## config.mk

```make
export PLATFORM = sky130hd
export DESIGN_NAME = if_prefetch_buf
export DESIGN_NICKNAME = d
export VERILOG_FILES = /design/src/rtl/if_prefetch_buf_pkg.sv /design/src/rtl/ifb_sync_fifo.sv /design/src/rtl/if_prefetch_buf.sv
export SDC_FILE = /design/constraint.sdc
export NUM_CORES = 1
export LEC_CHECK = 0
export ABC_AREA = 1
export CORE_AREA = 4 4 187 189
export CTS_BUF_LIST = sky130_fd_sc_hd__clkbuf_16
export CTS_CLUSTER_DIAMETER = 30
export DETAILED_ROUTE_END_ITERATION = 7
export DIE_AREA = 0 0 191 193
export GPL_TIMING_DRIVEN = 1
export PLACE_DENSITY = 0.84
export SKIP_LAST_GASP = 1
export SYNTH_ARGS = -nofsm -noshare
export SYNTH_HDL_FRONTEND = slang
export SYNTH_SLANG_ARGS = --single-unit
```

## constraint.sdc

```tcl
create_clock -name clk -period 42 [get_ports clk]
set_input_delay 8.4 -clock clk [delete_from_list [all_inputs] [get_ports clk]]
set_output_delay 8.4 -clock clk [all_outputs]
set_load 0.02 [all_outputs]
```

## src/rtl/if_prefetch_buf_pkg.sv

```systemverilog
// Shared types and constants for the instruction prefetch buffer.
// FSM encodings, default reset PC, instruction/PC widths, FIFO entry layout.
package if_prefetch_buf_pkg;

    localparam int IFB_ILEN = 32;
    localparam int IFB_PCW  = 32;

    localparam logic [IFB_PCW-1:0] IFB_RESET_PC = 32'h0000_0000;

    typedef enum logic [1:0] {
        IFB_IDLE  = 2'd0,
        IFB_RUN   = 2'd1,
        IFB_FLUSH = 2'd2
    } ifb_state_e;

    typedef struct packed {
        logic [IFB_PCW-1:0]  pc;
        logic [IFB_ILEN-1:0] inst;
    } ifb_entry_t;

endpackage

```

## src/rtl/ifb_sync_fifo.sv

```systemverilog
// Parameterised synchronous FIFO with flush, occupancy count, full and empty.
// Head data is presented combinationally; push while full is legal with a pop.
module ifb_sync_fifo #(
    parameter int WIDTH = 32,
    parameter int DEPTH = 4,
    localparam int AW = $clog2(DEPTH),
    localparam int CW = AW + 1
) (
    input  logic             clk,
    input  logic             rst,
    input  logic             flush,
    input  logic             push,
    input  logic [WIDTH-1:0] push_data,
    input  logic             pop,
    output logic [WIDTH-1:0] pop_data,
    output logic [CW-1:0]    count,
    output logic             full,
    output logic             empty
);

    logic [WIDTH-1:0] mem [DEPTH];
    logic [AW-1:0]    wr_ptr;
    logic [AW-1:0]    rd_ptr;
    logic             do_push;
    logic             do_pop;

    assign empty    = (count == '0);
    assign full     = (count == CW'(DEPTH));
    assign do_pop   = pop && !empty;
    assign do_push  = push && (!full || do_pop);
    assign pop_data = mem[rd_ptr];

    always_ff @(posedge clk or posedge rst) begin
        if (rst) begin
            wr_ptr <= '0;
            rd_ptr <= '0;
            count  <= '0;
            for (int i = 0; i < DEPTH; i++) begin
                mem[i] <= '0;
            end
        end else if (flush) begin
            wr_ptr <= '0;
            rd_ptr <= '0;
            count  <= '0;
        end else begin
            if (do_push) begin
                mem[wr_ptr] <= push_data;
                wr_ptr      <= wr_ptr + AW'(1);
            end
            if (do_pop) begin
                rd_ptr <= rd_ptr + AW'(1);
            end
            case ({do_push, do_pop})
                2'b10:   count <= count + CW'(1);
                2'b01:   count <= count - CW'(1);
                default: count <= count;
            endcase
        end
    end

endmodule

```

## src/rtl/if_prefetch_buf.sv

```systemverilog
// Instruction prefetch buffer: credit-limited sequential fetch, in-order
// responses, redirect flush with stale-response drop. Option: IFB_BYPASS_EN.
module if_prefetch_buf
    import if_prefetch_buf_pkg::*;
#(
    parameter int          DEPTH    = 4,
    parameter logic [31:0] RESET_PC = IFB_RESET_PC
) (
    input  logic        clk,
    input  logic        rst,
    input  logic        fetch_en_i,
    input  logic        redirect_i,
    input  logic [31:0] redirect_pc_i,
    output logic        core_inst_valid_o,
    input  logic        core_inst_ready_i,
    output logic [31:0] core_inst_o,
    output logic [31:0] core_pc_o,
    output logic        mem_req_valid_o,
    input  logic        mem_req_ready_i,
    output logic [31:0] mem_req_addr_o,
    input  logic        mem_rsp_valid_i,
    input  logic [31:0] mem_rsp_data_i
);

    localparam int CW = $clog2(DEPTH) + 1;

    ifb_state_e  state_q;
    ifb_state_e  state_d;
    logic [31:0] fetch_pc_q;
    logic [CW-1:0] drop_cnt_q;
    logic [CW-1:0] drop_cnt_d;
    logic        hold_q;

    logic [CW-1:0] tag_count;
    logic [CW-1:0] inst_count;
    logic [31:0] tag_pc;
    logic        tag_full;
    logic        tag_empty;
    logic        inst_full;
    logic        inst_empty;
    ifb_entry_t  inst_head;
    ifb_entry_t  inst_in;

    logic        credit_ok;
    logic        req_fire;
    logic        rsp_stale;
    logic        rsp_keep;
    logic        byp;
    logic        byp_taken;
    logic        inst_push;
    logic        inst_pop;
    logic        unused_ok;

    // Outstanding requests (stale ones included) equal the tag FIFO occupancy.
    assign credit_ok = ({1'b0, tag_count} + {1'b0, inst_count})
                       < (CW + 1)'(DEPTH);

    assign mem_req_valid_o = hold_q || ((state_q != IFB_IDLE) && credit_ok);
    assign mem_req_addr_o  = fetch_pc_q;
    assign req_fire        = mem_req_valid_o && mem_req_ready_i;

    assign rsp_stale = mem_rsp_valid_i && ((drop_cnt_q != '0) || redirect_i);
    assign rsp_keep  = mem_rsp_valid_i && !rsp_stale;

`ifdef IFB_BYPASS_EN
    assign byp = inst_empty && rsp_keep;
`else
    assign byp = 1'b0;
`endif

    assign byp_taken = byp && core_inst_ready_i;
    assign inst_push = rsp_keep && !byp_taken;
    assign inst_pop  = !inst_empty && core_inst_ready_i;
    assign inst_in   = '{pc: tag_pc, inst: mem_rsp_data_i};

    always_comb begin
        core_inst_valid_o = !inst_empty;
        core_inst_o       = inst_head.inst;
        core_pc_o         = inst_head.pc;
        if (byp) begin
            core_inst_valid_o = 1'b1;
            core_inst_o       = mem_rsp_data_i;
            core_pc_o         = tag_pc;
        end
    end

    always_comb begin
        drop_cnt_d = drop_cnt_q;
        if (redirect_i) begin
            drop_cnt_d = tag_count + CW'(req_fire) - CW'(mem_rsp_valid_i);
        end else if (mem_rsp_valid_i && (drop_cnt_q != '0)) begin
            drop_cnt_d = drop_cnt_q - CW'(1);
        end
    end

    always_comb begin
        state_d = state_q;
        if (!fetch_en_i) begin
            state_d = IFB_IDLE;
        end else if (drop_cnt_d != '0) begin
            state_d = IFB_FLUSH;
        end else begin
            state_d = IFB_RUN;
        end
    end

    always_ff @(posedge clk or posedge rst) begin
        if (rst) begin
            state_q    <= IFB_IDLE;
            fetch_pc_q <= RESET_PC;
            drop_cnt_q <= '0;
            hold_q     <= 1'b0;
        end else begin
            state_q    <= state_d;
            drop_cnt_q <= drop_cnt_d;
            // Keep an unaccepted request stable; a redirect retracts it.
            hold_q     <= mem_req_valid_o && !mem_req_ready_i && !redirect_i;
            if (redirect_i) begin
                fetch_pc_q <= {redirect_pc_i[31:2], 2'b00};
            end else if (req_fire) begin
                fetch_pc_q <= fetch_pc_q + 32'd4;
            end
        end
    end

    ifb_sync_fifo #(
        .WIDTH (32),
        .DEPTH (DEPTH)
    ) u_tag_fifo (
        .clk       (clk),
        .rst       (rst),
        .flush     (1'b0),
        .push      (req_fire),
        .push_data (fetch_pc_q),
        .pop       (mem_rsp_valid_i),
        .pop_data  (tag_pc),
        .count     (tag_count),
        .full      (tag_full),
        .empty     (tag_empty)
    );

    ifb_sync_fifo #(
        .WIDTH ($bits(ifb_entry_t)),
        .DEPTH (DEPTH)
    ) u_inst_fifo (
        .clk       (clk),
        .rst       (rst),
        .flush     (redirect_i),
        .push      (inst_push),
        .push_data (inst_in),
        .pop       (inst_pop),
        .pop_data  (inst_head),
        .count     (inst_count),
        .full      (inst_full),
        .empty     (inst_empty)
    );

    assign unused_ok = &{1'b0, tag_full, tag_empty, inst_full,
                         redirect_pc_i[1:0]};

endmodule

```

### Yosys cells after proc, flatten, opt, wreduce, memory -nomap -nowiden

Cells that the tools add are included.
W data, S select, Z words.

| storage, ports and cells | value |
|---|---|
| bits in registers | 436 |
| output and inout port bits | 98 |
| logic and storage cells | 110 |

| cells by class | value |
|---|---|
| add/sub/neg operators | 13 |
| $lt $le $gt $ge | 7 |
| equality and inequality tests | 6 |
| mux-type cells | 25 |
| bitwise logic cells | 5 |
| reduce and logical (&&, ||, !) cells | 36 |

Operators with widths:

| operator | number |
|---|---|
| $bwmux W256 | 1 |
| $mux W64 | 3 |
| $mux W32 | 5 |
| $bmux W64 S2 | 1 |
| $bwmux W128 | 1 |
| $demux W64 S2 | 1 |
| $bmux W32 S2 | 1 |
| $demux W32 S2 | 1 |
| $add A32 B3 Y32 const B | 1 |
| $logic_and A1 B1 Y1 | 14 |
| $ge A3 B3 Y1 const B | 4 |
| $mux W2 | 6 |
| $not A2 Y3 | 4 |
| $pmux W3 S2 | 2 |
| $reduce_bool A2 Y1 | 5 |
| $mux W3 | 3 |
| $reduce_bool A3 Y1 | 3 |
| $sub A3 B1 Y3 const B | 3 |
| $add A2 B1 Y2 const B | 4 |
| $logic_not A1 Y1 | 7 |
| $add A3 B1 Y3 const B | 2 |
| $eq A3 B3 Y1 const B | 2 |
| $logic_not A3 Y1 | 2 |
| $lt A3 B1 Y1 const B | 2 |
| 9 further kinds | 14 |

### Logic depth before layout (Yosys ltp)

Gate-level depths: netlist (run 1).

| logic depth | value |
|---|---|
| depth in word-level cells | 11 |
| gate-level depth with buffers | 16 |

### Hierarchy

From an unflattened synthesis (run 1), not the netlist that was laid out.

| unflattened totals | value |
|---|---|
| cell total of the unflattened synthesis | 2779 |
| area, all modules | 21898.5 um^2 |

By module, submodules not included:

| module | times used | cells an instance | area each (um^2) | seq. area each (um^2) |
|---|---|---|---|---|
| ifb_sync_fifo (u_inst_fifo) | 1 | 1534 | 12580.8 | 6581.3 |
| ifb_sync_fifo (u_tag_fifo) | 1 | 798 | 6439.9 | 3378.2 |
| if_prefetch_buf | 1 | 447 | 2877.8 | 900.9 |

### Worst setup path before layout (run 1)

Ideal clock, no wire load.

| timing | value |
|---|---|
| kind | input port to flip-flop |
| start | input port mem_rsp_valid_i |
| end | register u_tag_fifo.count[2] |
| arrival time | 10000 ps |
| setup slack | 31870 ps |
| cell stages on the path | 10 |
| path buffers | 1 |
| path through | inv_1 nand3_1 buf_2 nand2_1 ha_1 inv_1 fa_1 a21oi_1 o21ai_0 xor2_1 |

| between the ends | value |
|---|---|
| longest elaborated chain between the ends | 5 |
| elaborated cells on any way between the ends | 7 |
| those cells by class | eq/ne (2); mux (1); reduce/logical (4) |

Ends and longest elaborated chain:

| item | line | text |
|---|---|---|
| start: declaration | if_prefetch_buf.sv:21 | `input logic mem_rsp_valid_i,` |
| $logic_and A1 B1 Y1 (*) | ifb_sync_fifo.sv:29 | `assign do_pop = pop && !empty;` |
| $logic_or A1 B1 Y1 | ifb_sync_fifo.sv:30 | `assign do_push = push && (!full \|\| do_pop);` |
| $logic_and A1 B1 Y1 | ifb_sync_fifo.sv:30 |  |
| $eq A2 B1 Y1 or $eq A2 B2 Y1 (tied branches) | ifb_sync_fifo.sv:53 | `case ({do_push, do_pop})` |
| $pmux W3 S2 or $reduce_bool A2 Y1 (tied branches) | -- |  |
| end signal: assignment | ifb_sync_fifo.sv:54 | `2'b10: count <= count + CW'(1);` |
| end signal: assignment | ifb_sync_fifo.sv:55 | `2'b01: count <= count - CW'(1);` |
| end signal: assignment | ifb_sync_fifo.sv:56 | `default: count <= count;` |
| end: declaration | ifb_sync_fifo.sv:16 | `output logic [CW-1:0] count,` |

Every way passes the cells marked *; elsewhere a longest branch is shown, timed or not.
A chain may end at the register's enable or synchronous reset.

### Worst setup path after layout (run 1)

| timing | value |
|---|---|
| start | register u_inst_fifo.rd_ptr[0] |
| end | output port core_pc_o[23] |

| between the ends | value |
|---|---|
| longest elaborated chain between the ends | 4 |

Ends and longest elaborated chain:

| item | line | text |
|---|---|---|
| start: declaration | ifb_sync_fifo.sv:23 | `logic [AW-1:0] rd_ptr;` |
| start signal: assignment | ifb_sync_fifo.sv:51 | `rd_ptr <= rd_ptr + AW'(1);` |
| $not A2 Y3 (implied by the code) | ifb_sync_fifo.sv:31 | `assign pop_data = mem[rd_ptr];` |
| $bmux W64 S2 | ifb_sync_fifo.sv:31 |  |
| $mux W64 (implied by the code) (2 in series) | ifb_sync_fifo.sv:31 |  |
| end: declaration | if_prefetch_buf.sv:17 | `output logic [31:0] core_pc_o,` |

Every way passes these cells. The select of a mux whose other input is x is not followed.

==> results of run 1 <==
## state kept, by name (all words and copies together) (netlist names)
signal              cells
hold_q                  1
u_inst_fifo.mem       248
u_inst_fifo.wr_ptr      2
drop_cnt_q              3
u_tag_fifo.rd_ptr       2
u_tag_fifo.count        3
u_tag_fifo.mem        120
u_inst_fifo.count       3
mem_req_addr_o         30
u_inst_fifo.rd_ptr      2
u_tag_fifo.wr_ptr       2
state_q                 2
## power breakdown
part	internal, mW	total [mW]	switching (mW)
clock network	0.438	0.656	0.218
logic	0.223	0.656	0.433
registers	0.528	0.638	0.109
## cell families (layout without fill, tap and decap cells)
group / count (synthesis) / after routing
buffers and inverters: 275 / 391
flip-flops: 418 / 418
other: 1 / 4
AND/OR/NAND/NOR: 1399 / 1399
XOR/XNOR: 18 / 18
AO/OA/AOI/OAI: 551 / 551
adder cells (fa/ha/maj): 19 / 19
## Yosys cell counts, drive strengths merged
cell type  number
nor3            1
fa              3
clkinv          8
nor2          251
o21ai         445
xnor2           6
nand3b          8
ha             16
inv            38
a21oi          11
a31oi           1
o22ai          92
nand4         121
o21bai          2
xor2           12
nand2         950
dfrtp         418
conb            1
buf            92
nand3          67
or2             1
clkbuf        137
## final timing paths
path                                                          to  slack [ns]  cells past startpoint
worst max register to register  u_inst_fifo.mem[251]$_DFFE_PP0P_       38.55                      9
max in group asynchronous       u_inst_fifo.mem[116]$_DFFE_PP0P_       31.37                      4
min in group asynchronous       u_inst_fifo.mem[219]$_DFFE_PP0P_        8.30                      2
worst min-delay path              u_tag_fifo.mem[38]$_DFFE_PP0P_        0.46                      2
worst max-delay path                               core_pc_o[23]       29.63                      5
worst min register to register    u_tag_fifo.mem[38]$_DFFE_PP0P_        0.46                      2
## worst max-delay path: cells and delay by family, from the launching register on
family	cells	cell delay [ns]
compound gates	2	0.49
buf+inv	3	1.89
flops	1	0.89
## metrics by stage
stage | util | cell area (um2) | power, mW | std cells
2_1_floorplan | - | 20700 | 1.03 | 2684
3_3_place_gp | 0.665 | 22100 | 1.24 | 3097
3_5_place_dp | 0.665 | 22100 | 1.27 | 3097
4_1_cts | 0.750 | 25000 | 1.94 | 3248
5_1_grt | 0.750 | 25000 | 2.05 | 3248
6_report | 0.750 | 25000 | 1.95 | 3248
## layer usage
layer | up-vias | track usage | wire length [um]
li1 | 8985 | - | -
met1 | 9706 | 0.432 | 23700
met2 | 1286 | 0.561 | 30400
met3 | 161 | 0.0654 | 6500
met4 | 0 | 0.137 | 1530
met5 | - | 0 | 0
## cell type report
cell class	instances	area [um2]	area share
inverters	46	181	0.00727
multi-input cells	1991	9070	0.363
clock inverters	63	617	0.0247
flip-flops and latches	418	10500	0.419
well taps	448	561	0.0225
clock buffers	88	2200	0.0882
repair buffers	194	1870	0.0751
## cell usage in the layout, fill, tap and decap left out, types with 2 or more instances in the layout
| master | n |
|---|---|
| a21oi_1 | 10 |
| buf_4 | 31 |
| bufinv_16 | 10 |
| clkbuf_16 | 88 |
| clkdlybuf4s50_1 | 162 |
| clkinv_1 | 14 |
| clkinv_2 | 12 |
| clkinv_4 | 4 |
| clkinvlp_4 | 15 |
| conb_1 | 4 |
| dfrtp_1 | 417 |
| fa_1 | 3 |
| ha_1 | 16 |
| inv_1 | 46 |
| inv_2 | 3 |
| inv_6 | 3 |
| nand2_1 | 948 |
| nand3_1 | 66 |
| nand3b_1 | 8 |
| nand4_1 | 121 |
| nor2_1 | 247 |
| nor2_4 | 4 |
| o21ai_0 | 235 |
| o21ai_1 | 210 |
| o21bai_1 | 2 |
| o22ai_1 | 92 |
| xnor2_1 | 6 |
| xor2_1 | 12 |
==> results.txt, run 1 <==
- The run finished with clean final reports.
- Number of synthesized register bits: 418
- Final count of pins violating max slew: 0
* First-pass detailed-route iteration total: 6
* Hold buffer count at CTS: 0
* Share of layout cells above drive strength 1: 0.0643
* Top cell type's share of synthesized area: 0.506
* Maximum buffer depth of the clock tree: 3
- The critical path in this run is classified as reg -> out.
- For the worst setup path, the data required time is 33.60 ns.
- For this design the top-level I/O count stands at approximately 170.
- The signal on the critical path passes through clkinv_2 -> buf_4 -> o21ai_0 -> o22ai_1 -> clkdlybuf4s50_1.
- Of the total synthesized cell area, the portion taken by full adders, half adders and majority gates is 0.0126.
* Number of violations reported at the end of detailed-routing iteration 0: approximately 2200
* Number of distinct library cells after synthesis: 29
- Hold Crit Start: u_tag_fifo.mem[38]$_DFFE_PP0P_
- Slew margin rel.: 0.218
* Crit path largest cell delay: 0.89 ns
- Cell Pwr Density: 78.1 nW/um2
- Compared with the post-synthesis result, the final layout area differs by 20.7%.
- Share of the yosys chip area belonging to registers: 0.506
- The cell area that synthesis handed to floorplanning was between 20000 and 25000 um2.
- The first global-routing pass estimated roughly 100000 um of wire.
- Total clock sinks: between 400 and 500
* Cell type with the largest total area after synthesis: dfrtp_1
- The number of setup buffers added after CTS is 0.
* Combinational family with the most area after synthesis: simple AND/OR/NAND/NOR gates
* Placer Congestion: about 0.84
- From bottom edge to top edge, the die measures about 190 um.
- Of the total synthesized cell area, the portion taken by AND, OR, NAND and NOR gates is 0.277.
- Top cells by area in the synthesized netlist: dfrtp_1 51%, nand2_1 17%, o21ai_0 5.7%
* Deepest level of the CTS H-tree: 3
- The initial antenna violation count came to 0.
- Dividing the detail-routed via count by the number of cells gives about 6.2.
* Clock latency at the later pin of the worst-skew pair: 0.60 ns
- Critical path capture point type: output pin
- In this run the core area contains 67 standard-cell rows.
- Hold timing on the final database bottoms out at a slack of approximately 0.46 ns.
- Final Hold Viols: 0
- The worst path in the final design needs a cycle of about 12 ns, including I/O delays and setup.
- Compound-gate portion of the synthesized area: 0.139
- Counting the buffers created by CTS gives 85.
- Std-Cell Core Area: between 30000 and 40000 um2
- Post-synthesis xor/xnor area fraction: 0.00762
* Die Footprint: around 37000 um2
- For the final routed database, the setup TNS stands at 0 ns.
- Initial core utilization: 0.622
- Worst Tran Pin Value: about 1.2 ns
- Averaged over all synthesized cells, the footprint is just under 8 um2.
- For this run, the post-layout net count is around 2800.
- TritonCTS built the clock tree.
- Highest Clock Rate: about 81 MHz
- Remaining global-route overflow: 0
- Wirelength, routed: around 62000 um
* Setup violation total in the final timing report: 0
* Worst Slack Setup Final: a little under 30 ns
* Post-synthesis cell count: about 2700
- For the final database, setup skew stands at 0.0224 ns.
- The worst setup path is launched from a register.
- Clock transition at the register clock pins on the worst setup and hold paths after CTS: about 0.040 ns
- Worst hold path class: reg -> reg
- Input and output buffers added on the ports amount to approximately 160.
- For this run, design rule violations remaining after detail routing come to 0.
- Number of global-route vias before repair: 20031
* HPWL after DPL: between 30000 and 40000 um
- In this run the static leakage power is between 10 and 15 nW.
* Peak supply drop: ~0.046 mV
- FF-to-FF Start: drop_cnt_q[0]$_DFF_PP0_
- Of all nets on the critical path, the largest fanout is between 80 and 90.
- The tool flagged a number of max-cap violations equal to 0.
- The most critical setup path has its startpoint at u_inst_fifo.rd_ptr[0]$_DFFE_PP0P_.
- In the final routed layout, each cell accounts on average for roughly 19 um.
- Maximum number of pins on one net before global-route repair: roughly 180
- WP data arrival: roughly 4.0 ns
* Horizontal die dimension: between 150 and 200 um
- RSZ-0062 raised after global routing: no
* Number of gates resized after CTS: 0
* CTS Root Buffer Type: clkbuf_16
- Dividing the final minimum period by the clock period gives 0.295.
* Synthesis Warnings: 0
* Setup Slack @ Placement: around 30 ns
- Detailed routing inserted a total of 20138 vias.
- The count of nets left with antenna violations once routing finished came out at 0.
* Share of synthesized area spent on multiplexers: 0
- The slowest stage of the critical path belongs to the cell dfrtp_4.
* Filler cell count in the final layout: between 2000 and 2500
- 0 antenna diodes ended up in the layout.
- Total track usage: 0.334
Power figures use the tool's default switching activity.
==> inputs of run 2 (changes only) <==
Settings changed: CORE_AREA 4 4 187 189 to 4 4 203 205, DIE_AREA 0 0 191 193 to 0 0 207 209, PLACE_DENSITY 0.84 to 0.76.
Clock period 42 ns to 10.75 ns, I/O delays scaled along.
==> run 2 against run 1 <==
Net effect:
- clock skew grew 0.0050 ns
- die area increased by 17%
- power grew to 4.0 times the previous value
- critical endpoint is now core_pc_o[7]
- cell area grew 1.9%
- routed wire length down 0.80%
- count of clock-buffer cells in the layout rose by 8
- critical path depth grew 1
- non-clock buffer count is 1 lower
- worst setup slack got worse by 25 ns
- register-to-register slack got worse by 32 ns
- sequential share of layout area shrank 0.78 points
==> results.txt, run 2 (synthesis results as in run 1) <==
- Outcome: complete, no violations
* Total CTS buffers: 95 (+12%)
* Setup CP Type: reg -> out
- The number of maximum-capacitance constraint violations came to 0 (unchanged).
- Antenna Diode Count: 0 (unchanged)
- Routed wire per std cell: 18.4 um (-3.7%)
* Number of buffer cells added on primary ports: 162 (unchanged)
* First-pass detailed-route iteration total: 6 (unchanged)
- Setup violation total in the final timing report: 0 (unchanged)
* Setup Slack @ Placement: 4.80 ns (-25.51 ns)
* Worst Slack Setup Final: 4.56 ns (-25.07 ns)
* Number of global-route vias before repair: 19510 (-2.6%)
- Layout Nets: 2835 (+0.32%)
- Leaving out fill and tap cells, the most frequent cell in the layout is nand2_1.
- In the layout the commonest cells are 948 x nand2_1, 417 x dfrtp_1, 247 x nor2_1.
* Flip-flop count of the largest register after layout: 248 (unchanged)
- Maximum number of pins on one net before global-route repair: 185 (+0.54%)
- Number of gates resized after CTS: 0 (unchanged)
- Vias per Instance: 5.82 (-6.1%)
- The detailed-route via count is 19481 (-3.3%).
- Final Hold Viols: 0 (unchanged)
* Total track usage: 0.277 (-0.0573)
- The area of the core was 39500 um2 (+19%).
- Final count of pins violating max slew: 0 (unchanged)
- The headroom to the max-slew limit is 0.143 (-0.0750).
- The number of nets with antenna violations after routing came to 0 (unchanged).
- IO Pins: 169 (unchanged)
* Initial antenna violation count: 0 (unchanged)
* Final instance count without filler cells: 3345 (+3.0%)
- Total leakage power: 12.6 nW (+1.8%)
* Worst clock skew: 0.0274 ns (+0.00503 ns)
- The cell family contributing the most delay on the critical path is buffers and inverters.
- Deepest level of the CTS H-tree: 3 (unchanged)
- The fraction of layout cells with a size suffix above 1 came to 0.0670 (+0.00274).
- WP data arrival: 4.04 ns (+0.07 ns)
* Layout overhead on the synthesized area: 22.9%
- Setup repair after global routing left no endpoint under its margin.
* Number of violations reported at the end of detailed-routing iteration 0: 2149 (-4.3%)
- Minimum clock period after layout: 6.19 ns
* Wire length of the first global-routing pass: 99600 um (-0.86%)
- On the critical path, the stage with the largest delay is an instance of clkinv_1.
- Buffers plus inverters on the worst setup path: 4 (+1)
- STA classifies the critical path endpoint as an output pin.
- The final weighted congestion in routability-driven placement was 0.890 (+6.5%).
* Cell with the most instances on the worst path: buf_4
* Cell Pwr Density: 309 nW/um2 (+300%)
- The post-route DRC violation count was 0 (unchanged).
* Horizontal die dimension: 207 um (+8.4%)
* Height of the die: 209 um (+8.3%)
* Standard-cell rows: 73 (+9.0%)
- Kind of start point of the critical path: register
* Tot Pwr: 7.86 mW (+300%)
- Most flop-heavy register: u_inst_fifo.mem
* Fin crit share: 0.576
- Final sum of negative setup slack: 0 ns (unchanged)
- HPWL after DPL: 33100 um (+0.23%)
* Worst Tran Pin Value: 1.29 ns (+0.113 ns)
- Highest Clock Rate: between 150 and 200 MHz
- The maximum count of clock buffers along a single path came to 3 (unchanged).
- The signal on the critical path passes through buf_4 -> clkinv_1 -> buf_4 -> o21ai_0 -> o22ai_1 -> clkdlybuf4s50_1.
- Clock transition at the register clock pins on the worst setup and hold paths after CTS: 0.04 ns (about the same)
* Cells after DPL: 3173 (+2.5%)
* Crit path largest cell delay: 0.99 ns (+0.10 ns)
- The post-cts hold buffer count was 0 (unchanged).
* Wirelength, routed: 61600 um (-0.80%)
* WP data required: 8.60 ns (-25.00 ns)
- Setup repair bufs after CTS: 0 (unchanged)
- TritonCTS built the clock tree.
* Remaining global-route overflow: 0 (unchanged)
* CTS Root Buffer Type: clkbuf_16
- Clock latency at the later pin of the worst-skew pair: 0.63 ns (+0.03 ns)
- Total clock sinks: 418 (unchanged)
- The worst ir drop on vdd was 0.191 mV (+310%).
- Crit path max fanout: 63 (-24%)
- Initial core utilization: 0.524 (-0.0973)
- The die area came to 43300 um2 (+17%).
- The tightest min-delay check is of the reg -> reg type.
run 2: cell types whose count changed in the layout (fill, tap and decap cells not counted), moves of 2 or more:
cell	before	now
bufinv_16	10	13
clkbuf_16	88	96
clkinv_1	14	23
clkinv_16	0	3
clkinv_2	12	18
clkinv_4	4	1
clkinvlp_4	15	7
inv_1	46	49
inv_6	3	1
run 2: metrics by stage:
step	instance area (um2)	hold slack (ns)	util
2_1_floorplan	20700	0.437	-
3_3_place_gp	22200	0.448	0.564
3_5_place_dp	22200	0.453	0.564
4_1_cts	25400	0.464	0.645
5_1_grt	25400	0.480	0.645
6_report	25400	0.465	0.645
run 2: routing by layer:
metal | GRT usage | up-vias | share of wire
met5 | 0 | - | 0
met4 | 0.110 | 0 | 0.025
met3 | 0.0488 | 130 | 0.082
met2 | 0.465 | 952 | 0.49
met1 | 0.360 | 9382 | 0.40
li1 | - | 9017 | -
run 2: final timing paths:
kind | startpoint | endpoint | slack, ns | cells after the start
worst max-delay path | u_inst_fifo.rd_ptr[1]$_DFFE_PP0P_ | core_pc_o[7] | 4.56 | 6
worst max register to register | drop_cnt_q[0]$_DFF_PP0_ | u_inst_fifo.mem[83]$_DFFE_PP0P_ | 6.85 | 10
max in group asynchronous | rst | u_inst_fifo.mem[56]$_DFFE_PP0P_ | 6.65 | 4
worst min register to register | u_tag_fifo.mem[39]$_DFFE_PP0P_ | u_tag_fifo.mem[39]$_DFFE_PP0P_ | 0.47 | 2
worst min-delay path | u_tag_fifo.mem[39]$_DFFE_PP0P_ | u_tag_fifo.mem[39]$_DFFE_PP0P_ | 0.47 | 2
min in group asynchronous | rst | drop_cnt_q[2]$_DFF_PP0_ | 1.95 | 2
run 2: final cells by class:
type | instances | area [um2]
Clock inverter | 76 | 801
Clock buffer | 96 | 2400
Multi-Input combinational cell | 1991 | 9070
Fill cell | 3226 | 14000
Tap cell | 525 | 657
Inverter | 46 | 178
Timing Repair Buffer | 193 | 1870
Sequential cell | 418 | 10500
run 2: worst reg2reg max path, delay by kind of cell, from the launching register on:
family | cells | cell delay [ns]
simple gates | 6 | 1.83
buf+inv | 3 | 1.46
flops | 1 | 0.37
fa+ha+maj | 1 | 0.17
run 2: where the power goes:
part | total [mW] | internal [mW] | switching (mW) | leakage [nW]
sequential | 2.47 | 2.07 | 0.404 | 5.50
combinational | 2.55 | 0.872 | 1.68 | 5.49
clock | 2.84 | 1.92 | 0.917 | 1.60
